[config.mk]
export PLATFORM = sky130hd
export DESIGN_NAME = dmem_access_ctrl
export DESIGN_NICKNAME = d
export VERILOG_FILES = /design/src/rtl/dmem_ctrl_pkg.sv /design/src/rtl/dmem_lane_align.sv /design/src/rtl/dmem_access_ctrl.sv
export SDC_FILE = /design/constraint.sdc
export NUM_CORES = 1
export LEC_CHECK = 0
export ABC_CLOCK_PERIOD_IN_PS = 4590
export CAP_MARGIN = 30
export CORE_MARGIN = 2
export CORE_UTILIZATION = 40
export DETAILED_ROUTE_END_ITERATION = 12
export PLACE_DENSITY = 0.69
export SLEW_MARGIN = 20
export SYNTH_ARGS = -nofsm -noshare
export SYNTH_HDL_FRONTEND = slang
export SYNTH_SLANG_ARGS = --single-unit
[constraint.sdc]
create_clock -name clk_i -period 4.59 [get_ports clk_i]
set_input_delay 0.918 -clock clk_i [delete_from_list [all_inputs] [get_ports clk_i]]
set_output_delay 0.918 -clock clk_i [all_outputs]
set_load 0.02 [all_outputs]
[src/rtl/dmem_ctrl_pkg.sv]
// rtl/dmem_ctrl_pkg.sv - shared types and funct3 codes for the data memory access controller
//
// Purpose : FSM state encoding and RV32 load/store size codes used by
//           dmem_access_ctrl and dmem_lane_align.
// Ports   : none (package).
package dmem_ctrl_pkg;

  typedef enum logic [1:0] {
    IDLE = 2'd0,
    RD   = 2'd1,
    WR   = 2'd2,
    RESP = 2'd3
  } state_t;

  localparam logic [2:0] F3_B  = 3'b000;
  localparam logic [2:0] F3_H  = 3'b001;
  localparam logic [2:0] F3_W  = 3'b010;
  localparam logic [2:0] F3_BU = 3'b100;
  localparam logic [2:0] F3_HU = 3'b101;

endpackage

[src/rtl/dmem_lane_align.sv]
// rtl/dmem_lane_align.sv - byte-lane extraction, store merge and access checks
//
// Purpose : Pure combinational helper. Extracts and extends load data from a
//           memory word, merges sub-word store data into a word, and flags
//           illegal funct3 codes and misaligned accesses.
// Ports   : word_i      memory word (read data)
//           offset_i    byte offset inside the word (addr[1:0])
//           funct3_i    RV32 size/sign code
//           write_i     1 = store, 0 = load (selects legal funct3 set)
//           wdata_i     right-aligned store data
//           load_val_o  shifted and extended load value
//           store_word_o word with the store data merged into its lane(s)
//           misalign_o  halfword/word access not naturally aligned
//           illegal_o   funct3 not a legal code for this direction
module dmem_lane_align
  import dmem_ctrl_pkg::*;
(
  input  logic [31:0] word_i,
  input  logic [1:0]  offset_i,
  input  logic [2:0]  funct3_i,
  input  logic        write_i,
  input  logic [31:0] wdata_i,
  output logic [31:0] load_val_o,
  output logic [31:0] store_word_o,
  output logic        misalign_o,
  output logic        illegal_o
);

  logic [4:0]  byte_sh;
  logic [4:0]  half_sh;
  logic [31:0] shifted;
  logic [31:0] byte_mask;
  logic [31:0] half_mask;

  assign byte_sh   = {offset_i, 3'b000};
  // Halfwords occupy lanes 0-1 or 2-3; offset bit 0 is a misalignment, not a shift.
  assign half_sh   = {offset_i[1], 4'b0000};
  assign shifted   = word_i >> byte_sh;
  assign byte_mask = 32'h0000_00FF << byte_sh;
  assign half_mask = 32'h0000_FFFF << half_sh;

  always_comb begin
    load_val_o = word_i;
    case (funct3_i)
      F3_B:    load_val_o = {{24{shifted[7]}}, shifted[7:0]};
      F3_BU:   load_val_o = {24'h0, shifted[7:0]};
      F3_H:    load_val_o = {{16{shifted[15]}}, shifted[15:0]};
      F3_HU:   load_val_o = {16'h0, shifted[15:0]};
      default: load_val_o = word_i;
    endcase
  end

  always_comb begin
    store_word_o = wdata_i;
    case (funct3_i)
      F3_B:    store_word_o = (word_i & ~byte_mask) | ({24'h0, wdata_i[7:0]} << byte_sh);
      F3_H:    store_word_o = (word_i & ~half_mask) | ({16'h0, wdata_i[15:0]} << half_sh);
      default: store_word_o = wdata_i;
    endcase
  end

  always_comb begin
    misalign_o = 1'b0;
    if (funct3_i == F3_H || funct3_i == F3_HU) misalign_o = offset_i[0];
    else if (funct3_i == F3_W)                 misalign_o = (offset_i != 2'b00);
  end

  always_comb begin
    if (write_i) illegal_o = !(funct3_i == F3_B || funct3_i == F3_H || funct3_i == F3_W);
    else         illegal_o = !(funct3_i == F3_B || funct3_i == F3_H || funct3_i == F3_W ||
                               funct3_i == F3_BU || funct3_i == F3_HU);
  end

endmodule

[src/rtl/dmem_access_ctrl.sv]
// rtl/dmem_access_ctrl.sv - RV32 load/store sequencer for a negedge word memory
//
// Purpose : Accepts one load/store at a time, drives word-aligned memory
//           accesses, performs read-modify-write for SB/SH, and returns one
//           response pulse per accepted request.
// Ports   : clk_i, rst_ni                 clock, async active-low reset
//           req_valid_i/req_ready_o       request handshake (ready only in IDLE)
//           req_write_i, req_funct3_i     direction and size/sign code
//           req_addr_i, req_wdata_i       byte address, right-aligned store data
//           resp_valid_o, resp_rdata_o,   one-cycle response with load data
//           resp_err_o                    and misaligned/illegal flag
//           mem_read_o, mem_write_o       memory enables
//           mem_address_o, mem_data_in_o  word address and write word
//           mem_data_out_i                memory read word
module dmem_access_ctrl
  import dmem_ctrl_pkg::*;
#(
  parameter int ADDR_W = 20
) (
  input  logic              clk_i,
  input  logic              rst_ni,
  input  logic              req_valid_i,
  output logic              req_ready_o,
  input  logic              req_write_i,
  input  logic [2:0]        req_funct3_i,
  input  logic [ADDR_W-1:0] req_addr_i,
  input  logic [31:0]       req_wdata_i,
  output logic              resp_valid_o,
  output logic [31:0]       resp_rdata_o,
  output logic              resp_err_o,
  output logic              mem_read_o,
  output logic              mem_write_o,
  output logic [ADDR_W-1:0] mem_address_o,
  output logic [31:0]       mem_data_in_o,
  input  logic [31:0]       mem_data_out_i
);

  state_t            state_q, state_d;
  logic              write_q;
  logic [2:0]        f3_q;
  logic [ADDR_W-1:0] addr_q;
  logic [31:0]       wdata_q;
  logic [31:0]       wbuf_q;
  logic [31:0]       rdata_q;
  logic              err_q;

  logic              idle;
  logic              accept;
  logic [2:0]        sel_f3;
  logic [1:0]        sel_off;
  logic              sel_write;
  logic [31:0]       load_val;
  logic [31:0]       store_word;
  logic              misalign;
  logic              illegal;
  logic              req_bad;

  assign idle   = (state_q == IDLE);
  assign accept = idle && req_valid_i;

  // In IDLE the checker looks at the live request; afterwards at the latched one.
  assign sel_f3    = idle ? req_funct3_i   : f3_q;
  assign sel_off   = idle ? req_addr_i[1:0] : addr_q[1:0];
  assign sel_write = idle ? req_write_i    : write_q;

  dmem_lane_align u_align (
    .word_i       (mem_data_out_i),
    .offset_i     (sel_off),
    .funct3_i     (sel_f3),
    .write_i      (sel_write),
    .wdata_i      (wdata_q),
    .load_val_o   (load_val),
    .store_word_o (store_word),
    .misalign_o   (misalign),
    .illegal_o    (illegal)
  );

  assign req_bad = misalign || illegal;

  always_ff @(posedge clk_i or negedge rst_ni) begin
    if (!rst_ni) state_q <= IDLE;
    else         state_q <= state_d;
  end

  always_comb begin
    state_d = state_q;
    case (state_q)
      IDLE: begin
        if (req_valid_i) begin
          if (req_bad)                     state_d = RESP;
          else if (!req_write_i)           state_d = RD;
          else if (req_funct3_i == F3_W)   state_d = WR;
          else                             state_d = RD;
        end
      end
      RD:      state_d = write_q ? WR : RESP;
      WR:      state_d = RESP;
      RESP:    state_d = IDLE;
      default: state_d = IDLE;
    endcase
  end

  // Memory strobes decode only from flops so they are settled well before the negedge.
  always_comb begin
    req_ready_o  = (state_q == IDLE);
    mem_read_o   = (state_q == RD);
    mem_write_o  = (state_q == WR);
    resp_valid_o = (state_q == RESP);
  end

  always_ff @(posedge clk_i or negedge rst_ni) begin
    if (!rst_ni) begin
      write_q <= 1'b0;
      f3_q    <= 3'b000;
      addr_q  <= '0;
      wdata_q <= 32'h0;
      wbuf_q  <= 32'h0;
      rdata_q <= 32'h0;
      err_q   <= 1'b0;
    end else if (accept) begin
      write_q <= req_write_i;
      f3_q    <= req_funct3_i;
      addr_q  <= req_addr_i;
      wdata_q <= req_wdata_i;
      wbuf_q  <= req_wdata_i;
      rdata_q <= 32'h0;
      err_q   <= req_bad;
    end else if (state_q == RD) begin
      if (write_q) wbuf_q  <= store_word;
      else         rdata_q <= load_val;
    end
  end

  assign resp_rdata_o  = rdata_q;
  assign resp_err_o    = err_q;
  assign mem_address_o = {addr_q[ADDR_W-1:2], 2'b00};
  assign mem_data_in_o = wbuf_q;

endmodule

Word level (Yosys, flattened, before mapping) --
Index checks and enable logic that the tools add are counted.
Operators by class: equal/unequal tests 10, shifts and indexed selects 5, mux-type cells 20, bitwise gates (word level) 6, reduce and logical (&&, ||, !) cells 16
Operators by type and width (number):
- 2-to-1 mux 32 bit | 6
- one-hot mux 32 bit (4 select lines) | 1
- bitwise AND 32 bit | 2
- NOT 32 bit | 2
- bitwise OR 32 bit | 2
- one-hot mux 32 bit (2 select lines) | 1
- left shift 16 x 5 -> 32 bit | 1
- left shift 16 x 5 -> 32 bit, first input constant | 1
- left shift 8 x 5 -> 32 bit | 1
- left shift 8 x 5 -> 32 bit, first input constant | 1
- >> shifter 32 x 5 -> 16 bit | 1
- 2-to-1 mux 2 bit | 5
- one-hot mux 2 bit (4 select lines) | 1
- equality test 3 x 2 -> 1 bit, second input constant | 2
- equality test 3 bit, second input constant | 2
- logical OR 1 bit | 6
- nonzero test 2 bit | 3
- 2-to-1 mux 1 bit | 5
- equality test 2 bit, second input constant | 2
- AND reduction 2 bit | 2
- equality test 3 x 1 -> 1 bit, second input constant | 1
- zero test 3 bit | 1
- 2-to-1 mux 3 bit | 1
- equality test 2 x 1 -> 1 bit, second input constant | 1
- 5 further kinds | 6
Word-level totals: register bits after elaboration 123, output and inout port bits 89, word-level logic and storage cells 65

Depth between registers and ports, before layout --
Gate-level depths: netlist of run 1.
depth after elaboration 13, mapped depth 12, gate-level depth less buffers 7

Modules after synthesis --
Synthesis of run 1 repeated with hierarchy kept, for this count alone.
Unflattened totals: cell total of the unflattened synthesis 579, area, all modules 6673.9 µm²
By module, submodules not included:
- dmem_access_ctrl | instances 1, cells each 350, area each 5238.8 µm², seq. area each 3078.0 µm²
- dmem_lane_align | instances 1, cells each 229, area each 1435.1 µm², seq. area each 0.0 µm²

Worst setup path before layout of run 1 --
Ideal clock, no wire load.
kind input to register, start point input req_addr_i[1], end point register rdata_q[21] (netlist: resp_rdata_o[21]), setup time 0.126 ns, data arrival time 2.353 ns, data required time 4.464 ns, slack 2.111 ns, stages on the path 7, path buffers 2, cell sequence buf_2 > mux2_4 > mux2_4 > a22oi_2 > o21ai_2 > buf_6 > a221o_1
On the way: word-level cells in the longest chain between the ends 6
Ends and longest elaborated chain:
- start: declaration | line dmem_access_ctrl.sv:26 | input logic [ADDR_W-1:0] req_addr_i,
- 2-to-1 mux 2 bit | line dmem_access_ctrl.sv:63 | assign sel_off = idle ? req_addr_i[1:0] : addr_q[1:0];
- >> shifter 32 x 5 -> 16 bit | line dmem_lane_align.sv:38 | assign shifted = word_i >> byte_sh;
- one-hot mux 32 bit (4 select lines) | line dmem_lane_align.sv:44 | case (funct3_i)
- 2-to-1 mux 32 bit | line dmem_access_ctrl.sv:129 | if (write_q) wbuf_q <= store_word;
- 2-to-1 mux 32 bit | line dmem_access_ctrl.sv:128 | end else if (state_q == RD) begin
- 2-to-1 mux 32 bit | line dmem_access_ctrl.sv:120 | end else if (accept) begin
- end signal: assignment | line dmem_access_ctrl.sv:130 | else rdata_q <= load_val;
- end: declaration | line dmem_access_ctrl.sv:44 | logic [31:0] rdata_q;
Every way passes these cells. The select of a mux whose other input is x is not followed. A chain may end at the register's enable or synchronous reset.

Final worst setup path of run 1 --
start point register state_q[0], end point output req_ready_o
On the way: word-level cells in the longest chain between the ends 1
Ends and longest elaborated chain:
- start: declaration | line dmem_access_ctrl.sv:38 | state_t state_q, state_d;
- start signal: assignment | line dmem_access_ctrl.sv:82 | else state_q <= state_d;
- zero test 2 bit | line dmem_access_ctrl.sv:105 | req_ready_o = (state_q == IDLE);
- end: declaration | line dmem_access_ctrl.sv:23 | output logic req_ready_o,
Every way passes these cells.

==> results of run 1 <==
## layer usage
metal / part of all wire / vias to the layer above
li1: - / 2730
met1: 0.43 / 2904
met2: 0.45 / 353
met3: 0.088 / 49
met4: 0.031 / 0
met5: 0 / -
## power by group through the flow
stage	Combinational, W	Clock [W]	Sequential (W)
2_1_floorplan	0.00198	0	0.00211
3_3_place_gp	0.00322	0	0.00194
3_5_place_dp	0.00327	0	0.00195
4_1_cts	0.00330	0.00136	0.00195
5_1_grt	0.00358	0.00141	0.00201
6_report	0.00332	0.00134	0.00196
## cells by family after synthesis
| family | after synthesis |
|---|---|
| simple gates | 267 |
| compound gates | 169 |
| flops | 123 |
| buf+inv | 69 |
| mux | 48 |
| fa+ha+maj | 4 |
| other cells | 1 |
## final timing paths
| kind | from | end | cells after the start |
|---|---|---|---|
| setup / recovery | state_q[0]$_DFFE_PN0P_ | req_ready_o | 4 |
| hold / removal | rst_ni | write_q$_DFFE_PN0P_ | 1 |
| setup reg to reg | state_q[0]$_DFFE_PN0P_ | resp_rdata_o[18]$_DFFE_PN0P_ | 8 |
| hold reg to reg | resp_rdata_o[6]$_DFFE_PN0P_ | resp_rdata_o[6]$_DFFE_PN0P_ | 2 |
| max in group asynchronous | rst_ni | wdata_q[10]$_DFFE_PN0P_ | 3 |
| min in group clk_i | resp_rdata_o[6]$_DFFE_PN0P_ | resp_rdata_o[6]$_DFFE_PN0P_ | 2 |
## sequential cells by signal, summed over array words and instances, names as in the netlist
signal	count
mem_data_in_o	32
resp_rdata_o	32
wdata_q	32
addr_q	20
f3_q	3
state_q	2
resp_err_o	1
write_q	1
## metrics by stage
step	area, um2	cells
2_1_floorplan	6500	682
3_3_place_gp	8240	1020
6_report	8860	1053
4_1_cts	8830	1051
3_5_place_dp	8240	1020
5_1_grt	8860	1053
## cell type report
type                    count  area share
clock buffers              22      0.0524
flip-flops and latches    123       0.348
inverters                   4     0.00170
clock inverters             9      0.0136
multi-input cells         490       0.343
well taps                 216      0.0305
repair buffers            189       0.211
## placed cells by master, fill, tap and decap left out, types with 5 or more instances in the layout
cell type,n
sky130_fd_sc_hd__a21oi_1,29
sky130_fd_sc_hd__a221o_1,16
sky130_fd_sc_hd__a22oi_1,8
sky130_fd_sc_hd__a2bb2oi_1,7
sky130_fd_sc_hd__buf_4,12
sky130_fd_sc_hd__clkbuf_16,17
sky130_fd_sc_hd__clkdlybuf4s50_1,176
sky130_fd_sc_hd__clkinv_2,6
sky130_fd_sc_hd__dfrtp_1,123
sky130_fd_sc_hd__mux2i_1,41
sky130_fd_sc_hd__nand2_1,209
sky130_fd_sc_hd__nand2b_1,5
sky130_fd_sc_hd__nand3_1,9
sky130_fd_sc_hd__nor2_1,12
sky130_fd_sc_hd__nor3_1,7
sky130_fd_sc_hd__o21ai_0,14
sky130_fd_sc_hd__o221a_2,8
sky130_fd_sc_hd__o221ai_1,15
sky130_fd_sc_hd__o22ai_1,17
sky130_fd_sc_hd__o2bb2ai_1,7
==> impl_results.rst, run 1 <==
.. list-table::
   :header-rows: 1

   * - Metric
     - Value
   * - Area fraction in compound gates after synthesis
     - 0.203
   * - Most used standard cells in the synthesized netlist
     - sky130_fd_sc_hd__nand2_1 (210), sky130_fd_sc_hd__dfrtp_1 (123), sky130_fd_sc_hd__mux2i_1 (41)
   * - Run status
     - completed
   * - Category of cells accounting for the largest share of critical-path delay
     - buffers and inverters
   * - Leftover overflow at the end of global routing
     - 0
   * - Average routed wire per standard cell
     - around 20 um
   * - Data required time of the critical path
     - 3.67 ns
   * - Max Transition Viols Final
     - 0
   * - Critical setup path kind
     - flip-flop to primary output
   * - Die outline width
     - 131 um
   * - Synth Register Bits
     - 123
   * - Final setup fails
     - 0
   * - Setup repair after global routing missed its margin
     - no
   * - LEAKAGE
     - 3.92 nW
   * - Slew Limit Headroom
     - 0.424
   * - Average instance area after synthesis
     - 9.54 um2
   * - Smallest hold slack
     - 0.427 ns
   * - Final weighted congestion in routability-driven placement
     - 0.905
   * - Initial antenna violation count
     - 0
   * - Switching power share of the total
     - 0.415
   * - Fraction of synthesized cell area taken by the top area cell type
     - 0.474
   * - Vert. Die Dim
     - 131 um
   * - Hold buffer count at cts
     - 0
   * - Leading area contributor after synthesis
     - sky130_fd_sc_hd__dfrtp_1
   * - Number of CTS-inserted buffers
     - 17
   * - Number of max-cap violations
     - 0
   * - DIE AREA
     - 0.0173 mm2
   * - Total of warnings raised by yosys
     - 0
   * - Post-Route WL
     - 20.9 mm
   * - Most frequent cell after synthesis
     - sky130_fd_sc_hd__nand2_1
   * - Clock tree from TritonCTS
     - done
   * - H-tree lvl count
     - 4
   * - Number of setup buffers added after CTS
     - 0
   * - Area of the multi-input gates
     - 0.00304 mm2
   * - Antenna-violating nets left
     - 0
   * - Xor and xnor area share after synthesis
     - 0
   * - Number of core rows
     - 46
   * - Total routing usage reported by global routing
     - 0.244
   * - Post_cts resized
     - 0
   * - Reg area
     - 0.00308 mm2
   * - Slowest stage delay, CP
     - between 0.6 and 0.7 ns
   * - Setup slack of the critical path after layout
     - between 1 and 1.5 ns
   * - Overall power
     - ~0.0066 W
   * - Post-Synthesis Cell Area
     - 0.00649 mm2
   * - Global-route wire length before repair
     - 33.1 mm
   * - Post-synth EDFFs
     - 0
   * - Number of buffer and inverter stages on the critical path
     - 3
   * - Initial standard-cell utilization of the core
     - 0.409
   * - Maximum number of pins on one net before global-route repair
     - 69
   * - CP max stage cell
     - sky130_fd_sc_hd__clkdlybuf4s50_1
   * - Detail Placement HPWL
     - ~15 mm
   * - Via count of the routed design
     - 6,036
   * - Aggregate negative setup slack
     - 0 ns
   * - Simple-gate area share of the yosys netlist
     - 0.175
   * - Worst vdd rail ir drop
     - 0.409 mV
   * - Slew at the pin with the worst max-slew slack
     - 0.845 ns
   * - Ports
     - 180
   * - Clock slew at the register clock pins of the worst setup and hold paths
     - 0.05 ns
   * - Root buffer selected by CTS
     - sky130_fd_sc_hd__clkbuf_16
   * - Peak Freq
     - roughly 0.32 GHz
   * - DRC
     - 0
   * - Switching pwr
     - 0.00275 W
   * - Relative contribution of combinational cells to total power
     - 0.501
   * - Clk sinks
     - ~120
   * - Via count normalized by instance count
     - 5.73
   * - Fraction of registers with async set/reset
     - 1.00
   * - Flop2flop setup slack
     - approximately 1.7 ns
   * - Final clock period utilization by the worst path
     - 0.674
   * - Area Growth Syn to Fin
     - 36.4%
   * - Max clock buf depth
     - 2
   * - Count of endpoints failing hold in the final timing report
     - 0
   * - Synth top area cells
     - sky130_fd_sc_hd__dfrtp_1 (47%), sky130_fd_sc_hd__nand2_1 (12%), sky130_fd_sc_hd__mux2i_1 (6.3%)
   * - Clock network latency to the later pin of the worst-skew pair
     - about 0.42 ns
   * - Number of instances in the synthesized netlist
     - approximately 680
   * - Kind of end point of the critical path
     - primary output
   * - Final antenna diode count
     - 0
   * - Multiplexer area fraction after synthesis
     - 0.0799
   * - Global routing usage on met1
     - 0.330
   * - Kind of start point of the critical path
     - flip-flop
   * - Most used routing layer
     - met2
   * - Most used flip-flop cell after synthesis
     - sky130_fd_sc_hd__dfrtp_1
   * - Number of fillers in the final layout
     - approximately 1,400
   * - Post-synthesis adder-cell area fraction
     - 0.00771
   * - Vias in the first global route
     - around 6,000
   * - Data arrival at the endpoint of the critical path
     - 2.17 ns
   * - Area of the core region
     - 0.0159 mm2
   * - Internal portion of total power
     - 0.00387 W
   * - Global routing usage on met2
     - 0.373
   * - Net total in the final layout
     - 920
   * - Time the final worst path needs with I/O delays and setup
     - 3.09 ns
   * - Class of the most critical hold timing path
     - primary input to async pin
   * - Cell Pwr Density
     - 747 mW/mm2
   * - Crit Path Max Fanout
     - 30
   * - Setup slack after placement
     - 1.26 ns
   * - M3 GR Usage
     - 0.0660
   * - Main combinational cell family by area after synthesis
     - compound AO/OA/AOI/OAI gates
   * - Final design utilization
     - 0.557
   * - Share of final-layout standard cells stronger than drive strength 1
     - 0.0956
   * - Initial DRT Pass Iterations
     - 7
   * - Yosys cell types
     - 67
   * - Sequential area share after synthesis
     - 0.474
   * - Clock power share
     - 0.203
   * - Starting DRT DRC Count
     - 486
   * - Sequential power share
     - 0.296
   * - Setup Skew
     - 0.00806 ns
   * - Chain of cells forming the critical path
     - inv_1 > ha_1 > buf_4 > clkdlybuf4s50_1
   * - Count of buffers from port buffering
     - 177
Power figures use the tool's default switching activity.
==> run 2, diff against run 1 <==
ABC_CLOCK_PERIOD_IN_PS = 3110   (was 4590)
clock period = 3.11 ns   (was 4.59 ns; I/O delays follow)
==> run 2 against run 1 <==
  * Clock skew shrank 0.0011 ns
  * First-iteration DRC count grew 0.41%
  * Count of clock-buffer cells in the layout shrank 2
  * Via count grew 0.28%
  * Flip-flop and latch count is the same
  * Register-to-register slack lost 1.2 ns
  * Routed wire length grew 2.2%
  * Global-route usage grew 0.84 points
  * Largest power group unchanged
  * Critical path type unchanged
  * Sequential power grew 47%
  * Core utilization grew 0.71 points
  * Worst setup slack lost 1.2 ns
  * Power grew 49%
==> impl_results.rst, run 2 (synthesis results as in run 1) <==
.. list-table::
   :header-rows: 1

   * - Metric
     - Value
   * - Final weighted congestion in routability-driven placement
     - 0.868 (was 0.905)
   * - Class of the most critical hold timing path
     - primary input to async pin (unchanged)
   * - Max Transition Viols Final
     - 0 (unchanged)
   * - Die outline width
     - 131 um (unchanged)
   * - Hold buffer count at cts
     - 0 (unchanged)
   * - Post-Route WL
     - 21.4 mm (was 20.9 mm)
   * - Count of endpoints failing hold in the final timing report
     - 0 (unchanged)
   * - Clock slew at the register clock pins of the worst setup and hold paths
     - 0.06 ns (was 0.05 ns)
   * - Number of setup buffers added after CTS
     - 0 (unchanged)
   * - Leftover overflow at the end of global routing
     - 0 (unchanged)
   * - Total cell area at the placement stage
     - 0.00840 mm2 (was 0.00824 mm2)
   * - Initial standard-cell utilization of the core
     - 0.409 (unchanged)
   * - Crit Path Max Fanout
     - 17 (was 30)
   * - Slowest stage delay, CP
     - 0.62 ns (was 0.69 ns)
   * - Post-route cell area
     - 0.00897 mm2 (was 0.00886 mm2)
   * - DRC
     - 0 (unchanged)
   * - Number of buffer and inverter stages on the critical path
     - 3 (unchanged)
   * - CP max stage cell
     - sky130_fd_sc_hd__clkdlybuf4s50_1 (unchanged)
   * - Reg2reg path depth
     - 8 (unchanged)
   * - Slew at the pin with the worst max-slew slack
     - 0.640 ns (was 0.845 ns)
   * - Peak Freq
     - 0.351 GHz
   * - Category of cells accounting for the largest share of critical-path delay
     - buffers and inverters (unchanged)
   * - LEAKAGE
     - 3.98 nW (was 3.92 nW)
   * - Root buffer selected by CTS
     - sky130_fd_sc_hd__clkbuf_16 (unchanged)
   * - Kind of start point of the critical path
     - flip-flop (unchanged)
   * - H-tree lvl count
     - 4 (unchanged)
   * - Clock tree from TritonCTS
     - done (unchanged)
   * - Setup slack after placement
     - 0.277 ns (was 1.26 ns)
   * - Starting DRT DRC Count
     - 488 (was 486)
   * - Chain of cells forming the critical path
     - inv_1 > ha_2 > buf_4 > clkdlybuf4s50_1 (was inv_1 > ha_1 > buf_4 > clkdlybuf4s50_1)
   * - Most common library cell in the layout ignoring fill and taps
     - sky130_fd_sc_hd__nand2_1 (unchanged)
   * - Area of the core region
     - 0.0159 mm2 (unchanged)
   * - Run status
     - completed (unchanged)
   * - Kind of end point of the critical path
     - primary output (unchanged)
   * - Final setup fails
     - 0 (unchanged)
   * - Critical register-to-register path endpoint
     - mem_data_in_o[15]$_DFFE_PN0P_ (was resp_rdata_o[18]$_DFFE_PN0P_)
   * - Max clock buf depth
     - 2 (unchanged)
   * - Data required time of the critical path
     - 2.49 ns (was 3.67 ns)
   * - Area Growth Syn to Fin
     - 38.1% (was 36.4%)
   * - Vias in the first global route
     - 6,121 (was 5,969)
   * - Number of max-cap violations
     - 0 (unchanged)
   * - DIE AREA
     - 0.0173 mm2 (unchanged)
   * - Initial antenna violation count
     - 0 (unchanged)
   * - Time the final worst path needs with I/O delays and setup
     - 2.85 ns
   * - Post_cts resized
     - 0 (unchanged)
   * - Setup repair after global routing missed its margin
     - no (unchanged)
   * - Final antenna diode count
     - 0 (unchanged)
   * - Maximum number of pins on one net before global-route repair
     - 73 (was 69)
   * - Clk sinks
     - 123 (unchanged)
   * - Via count of the routed design
     - 6,053 (was 6,036)
   * - Final clock period utilization by the worst path
     - 0.916
   * - Data arrival at the endpoint of the critical path
     - 2.23 ns (was 2.17 ns)
   * - Slew Limit Headroom
     - 0.572 (was 0.424)
   * - Detail Placement HPWL
     - 15.5 mm (was 15.0 mm)
   * - Via count normalized by instance count
     - 5.66 (was 5.73)
   * - Top library cells by usage in the layout, fill and taps aside
     - sky130_fd_sc_hd__nand2_1 (209), sky130_fd_sc_hd__clkdlybuf4s50_1 (176), sky130_fd_sc_hd__dfrtp_1 (123) (unchanged)
   * - Antenna-violating nets left
     - 0 (unchanged)
   * - Net total in the final layout
     - 936 (was 920)
   * - Average routed wire per standard cell
     - 20.0 um (was 19.8 um)
   * - Number of CTS-inserted buffers
     - 17 (unchanged)
   * - Vert. Die Dim
     - 131 um (unchanged)
   * - Flop2flop setup slack
     - 0.46 ns (was 1.68 ns)
   * - Setup slack of the critical path after layout
     - 0.262 ns (was 1.50 ns)
   * - Total routing usage reported by global routing
     - 0.253 (was 0.244)
   * - Ports
     - 180 (unchanged)
   * - Worst vdd rail ir drop
     - 0.507 mV (was 0.409 mV)
   * - Critical setup path kind
     - flip-flop to primary output (unchanged)
   * - Aggregate negative setup slack
     - 0 ns (unchanged)
   * - Clock network latency to the later pin of the worst-skew pair
     - 0.43 ns (was 0.42 ns)
   * - Count of buffers from port buffering
     - 177 (unchanged)
   * - Initial DRT Pass Iterations
     - 7 (unchanged)
   * - Share of final-layout standard cells stronger than drive strength 1
     - 0.117 (was 0.0956)
   * - Critical R2R Launch
     - state_q[0]$_DFFE_PN0P_ (unchanged)
   * - Cell Pwr Density
     - 1100 mW/mm2 (was 747 mW/mm2)
   * - Global-route wire length before repair
     - 34.4 mm (was 33.1 mm)
   * - Setup Skew
     - 0.00696 ns (was 0.00806 ns)
   * - Number of core rows
     - 46 (unchanged)
## run 2: cell types whose count changed in the layout (fill, tap and decap cells not counted), sizes merged
cell,delta
clkinvlp,+3
bufinv,-2
buf,+16
inv,+1
clkbuf,-2
## run 2: worst max path at each step
stage / from / to / cells past startpoint
global route: state_q[0]$_DFFE_PN0P_ / req_ready_o / 4
global placement: req_funct3_i[1] / mem_data_in_o[15]$_DFFE_PN0P_ / 6
finish: state_q[0]$_DFFE_PN0P_ / req_ready_o / 4
floorplan: state_q[0]$_DFFE_PN0P_ / resp_rdata_o[21]$_DFFE_PN0P_ / 9
CTS: state_q[0]$_DFFE_PN0P_ / req_ready_o / 4
detailed placement: req_funct3_i[1] / mem_data_in_o[15]$_DFFE_PN0P_ / 6
## run 2: worst register-to-register path, delay by kind of cell (launching register included)
kind	cells	cell delay, ns
compound gates	3	0.73
buf+inv	3	0.65
fa+ha+maj	1	0.43
flops	1	0.42
mux	1	0.29
## run 2: cell type report
class | instances | area [um2]
fill | 1461 | 6920
timing repair buffer | 205 | 2000
tap | 216 | 270
sequential | 123 | 3080
inverter | 4 | 15.0
multi-input combinational | 490 | 3040
clock buffer | 20 | 467
clock inverter | 11 | 95.1
## run 2: metrics by stage
stage	utilization	total power [W]	hold slack, ns	cells
final	0.565	0.00987	0.0135	1069
after floorplan	-	0.00603	0.326	682
after detailed placement	0.529	0.00792	0.455	1037
after global routing	0.565	0.0104	0.00686	1069
after CTS	0.564	0.00987	0.0000453	1068
after global placement	0.529	0.00780	0.453	1037
## run 2: routing by layer
metal  vias to the layer above  wire length (um)  GRT usage
met3                        34              1500     0.0556
met5                         -                 0          0
met1                      3002              9680      0.353
met2                       256              9810      0.391
met4                         0               371     0.0839
li1                       2761                 -          -
## run 2: report_power, final
group | internal (W) | switching [W]
combinational | 0.00224 | 0.00284
sequential | 0.00231 | 0.000567
clock | 0.00115 | 0.000756
total | 0.00570 | 0.00417
==> patch 1, RTL diff (settings of run 1) <==
Make the reset (`rst_ni`) synchronous in 2 clocked blocks. Comments in the files are not updated.
--- a/src/rtl/dmem_access_ctrl.sv
+++ b/src/rtl/dmem_access_ctrl.sv
@@ -79,3 +79,3 @@
 
-  always_ff @(posedge clk_i or negedge rst_ni) begin
+  always_ff @(posedge clk_i) begin
     if (!rst_ni) state_q <= IDLE;
@@ -110,3 +110,3 @@
 
-  always_ff @(posedge clk_i or negedge rst_ni) begin
+  always_ff @(posedge clk_i) begin
     if (!rst_ni) begin
Formal check against the unedited RTL: differs if rst_ni is asserted again (counterexample within 4 cycles, from zero or initial values and one cycle with rst_ni low); with rst_ni held inactive, the same outputs for 4 cycles.
==> patch 1 against run 1 <==
Sequential cell count unchanged; utilization is 0.53 points lower; wire length increased by 6.4%; maximum frequency fell by 11%; sequential share of layout area shrank 6.4 points; synthesized cell count is 20% higher; total power fell by 18%; first-iteration DRC count increased by 46%; synthesized area decreased by 2.3%; setup slack lost 0.40 ns; count of clock-buffer cells in the layout rose by 2; design area is 2.0% lower.
==> patch 1: results (changes against run 1) <==
final setup fails=0 (unchanged); HP Class=flip-flop to flip-flop; async set-reset flop share out of synthesis=0 (-1.00); largest net degree at the start of global routing=60 (-13%); Global Route met2 Usage=0.406 (+0.0330); Nets=1044 (+13%); # fillers=1490 (+9.3%); synth unique cells=60 (-10%); post-synthesis sequential area ratio=0.388 (-0.0860); Cell Count, Final, Fillers Out=1178 (+12%); Vias=6755 (+12%); syn_area_per_cell=7.74 sq um (-19%); drt wl/cell=18.9 um (-4.9%); placed cell area=8120 sq um (-1.5%); met3 usage=0.0435 (-0.0225); pre-CTS WS=0.975 ns (-0.285 ns); status=complete, no violations; vias in the first global route=6179 (+3.5%); wire length of the first global-routing pass=34100 um (+3.1%); worst ir drop on vdd=343 uV (-16%); worst slew pin tran=1.15 ns (+0.309 ns); Routability Congestion=0.909 (+0.45%); placed insts=1145 (+12%); Leak=3.20 nW (-18%); skew final=0.0103 ns (+0.00222 ns); list of most frequent post-synthesis cells=nand2_1 (184), dfxtp_1 (123), a21oi_1 (118); WP data arrival=2.57 ns (+0.40 ns); layout cells sized above 1=0.0696 (-0.0259); gr usage total=0.263 (+0.0181); crit path max fanout=22 (-27%); top post-synthesis cells by area=dfxtp_1 (39%), nand2_1 (11%), a21oi_1 (9.3%), o21ai_0 (4.8%), mux2i_1 (3.9%); DRT iter0 DRCs=710 (+46%); Synth Flop Type=dfxtp_1; hpwl dp=15600 um (+4.1%); met1 Use GR=0.362 (+0.0320)
## patch 1: kinds of logic after synthesis
family | Yosys count | synth area share
AOI/OAI and AO/OA | 294 | 0.294
muxes | 35 | 0.0589
adders and majority gates | 4 | 0.00788
buffers and inverters | 90 | 0.0688
and+or+nand+nor | 273 | 0.182
DFF | 123 | 0.388
other | 1 | 0.000591
## patch 1: worst max-delay path, stage by stage, from the launching register on
cell             delay [ns]
dfxtp_1                0.34
inv_1                  0.09
ha_1                   0.71
buf_4                  0.36
clkdlybuf4s50_1        0.64
## patch 1: area by class of cell
| type | instances | area (sq um) | share of cell area |
|---|---|---|---|
| Multi-Input combinational cell | 608 | 3460 | 0.399 |
| Clock inverter | 8 | 67.6 | 0.00779 |
| Clock buffer | 24 | 482 | 0.0555 |
| Sequential cell | 123 | 2460 | 0.284 |
| Inverter | 4 | 15.0 | 0.00173 |
| Tap cell | 216 | 270 | 0.0311 |
| Timing Repair Buffer | 195 | 1920 | 0.221 |
## patch 1: per-layer routing
metal | share of wire | vias up
met5 | 0 | -
met4 | 0.029 | 0
met3 | 0.080 | 57
met2 | 0.45 | 357
met1 | 0.44 | 3144
li1 | - | 3197
## patch 1: path summary, 6_finish.rpt
check	start	endpoint	slack (ns)	cells after the start
setup / recovery	state_q[1]	req_ready_o	1.10	4
hold / removal	addr_q[19]	addr_q[19]	0.45	2
setup reg to reg	state_q[1]	resp_rdata_o[22]	1.14	7
hold reg to reg	addr_q[19]	addr_q[19]	0.45	2
## patch 1: report_power, final
group | total [mW] | leakage, nW | switching [mW] | internal [mW]
Clock | 1.26 | 0.274 | 0.484 | 0.780
Combinational | 2.67 | 1.92 | 1.66 | 1.02
Sequential | 1.49 | 1.01 | 0.178 | 1.31
==> patch 2, RTL diff (settings of run 1) <==
Made on the original files. The parameter `ADDR_W` goes from 20 to 40.
--- a/src/rtl/dmem_access_ctrl.sv
+++ b/src/rtl/dmem_access_ctrl.sv
@@ -17,3 +17,3 @@
 #(
-  parameter int ADDR_W = 20
+  parameter int ADDR_W = 40
 ) (
Ports: changed (resized mem_address_o and req_addr_i); port bits go from 180 to 220. No check against the original RTL was run, so the function may have changed too.
==> patch 2 against run 1 <==
Global-route usage decreased by 0.090 points; final cell count increased by 18%; maximum frequency decreased by 8.6%; total power increased by 17%; count of clock-buffer cells in the layout unchanged; wire length increased by 17%; synthesized area increased by 16%; design area increased by 16%; setup slack got worse by 0.29 ns; non-clock buffer count increased by 45; sequential cell count increased by 20; sequential share of layout area increased by 0.093 points; first-iteration DRC count increased by 22%; critical endpoint is now resp_rdata_o[26].
==> patch 2: results (changes against run 1) <==
# fillers=1704 (+25%); gr usage total=0.244 (-0.000896); wire length of the first global-routing pass=38000 um (+15%); status=complete, no violations; HP Class=flip-flop to flip-flop; drt wl/cell=19.6 um (-1.0%); largest net degree at the start of global routing=72 (+4.3%); Port Buffers=217 (+23%); R2R Setup Slk=1.21 ns (-0.47 ns); router iterations before antenna repair=5 (-2); skew final=0.00663 ns (-0.00144 ns); worst ir drop on vdd=325 uV (-21%); Leak=4.54 nW (+16%); Top reg by flops=addr_q; synth unique cells=64 (-4.5%); switch share=0.424 (+0.00949); top post-synthesis cells by area=dfrtp_1 (48%), nand2_1 (14%), buf_4 (4.2%), mux2i_1 (3.7%), a221o_1 (2.5%); vias in the first global route=6811 (+14%); WP data arrival=3.74 ns (+1.57 ns); post-synthesis sequential area ratio=0.475 (+0.00150); crit path max fanout=20 (-33%); hpwl dp=17700 um (+18%); Reg-to-Reg End=resp_rdata_o[26]; worst slew pin tran=0.916 ns (+0.0704 ns); Routability Congestion=0.902 (-0.30%); Synth Flop Type=dfrtp_1
-- patch 2: routing by layer --
layer / routed length, um / track usage
met2: 11300 / 0.382
met1: 10600 / 0.341
met5: 0 / 0
met4: 599 / 0.0816
met3: 1900 / 0.0465
-- patch 2: power by group through the flow --
stage               Sequential (mW)  Clock (mW)  Combinational, mW
floorplan                      2.39           0               2.45
global placement               2.25           0               3.90
detailed placement             2.25           0               4.00
CTS                            2.24        1.51               4.02
global route                   2.32        1.56               4.36
finish                         2.25        1.49               4.03
-- patch 2: layout make-up --
type                       instances  share of cell area
multi-input combinational        594               0.333
sequential                       143               0.348
timing repair buffer             234               0.227
clock buffer                      22              0.0462
clock inverter                     9              0.0152
tap                              234              0.0285
inverter                           5             0.00183
-- patch 2: stage by stage --
stage          instance area [sq um]  worst slack, ns  std cells  hold slack (ns)   util
6_report                       10300             1.21       1241            0.472  0.553
5_1_grt                        10300            0.956       1241            0.493  0.553
4_1_cts                        10300             1.23       1241            0.477  0.553
3_5_place_dp                    9640             1.12       1210            0.462  0.519
3_3_place_gp                    9600             1.02       1208            0.457  0.516
2_1_floorplan                   7530             2.07        833            0.446      -
-- patch 2: worst max path at each step --
stage | startpoint | endpoint | slack, ns | cells after the start
floorplan | req_addr_i[0] | resp_rdata_o[21] | 2.07 | 7
global placement | req_valid_i | resp_rdata_o[26] | 1.02 | 5
detailed placement | req_addr_i[0] | resp_rdata_o[26] | 1.12 | 6
CTS | state_q[0] | resp_rdata_o[26] | 1.23 | 7
global route | state_q[0] | resp_rdata_o[26] | 0.96 | 8
finish | state_q[0] | resp_rdata_o[26] | 1.21 | 8
-- patch 2: critical path, stage by stage, from the launching register on --
cell and delay, ns:
dfrtp_1 0.41, inv_1 0.10, ha_1 0.76, buf_4 0.34
mux2i_1 0.43, nand3_2 0.31, or2_2 0.41, o22ai_4 0.36
a221o_1 0.20
-- patch 2: kinds of logic (layout without fill, tap and decap cells) --
kind of cell / after synthesis / in the layout / synth area share
mux: 38 / 38 / 0.0552
compound gates: 216 / 216 / 0.210
simple gates: 334 / 334 / 0.179
fa+ha+maj: 4 / 4 / 0.00665
buf+inv: 96 / 270 / 0.0731
other cells: 1 / 2 / 0.000498
flops: 143 / 143 / 0.475
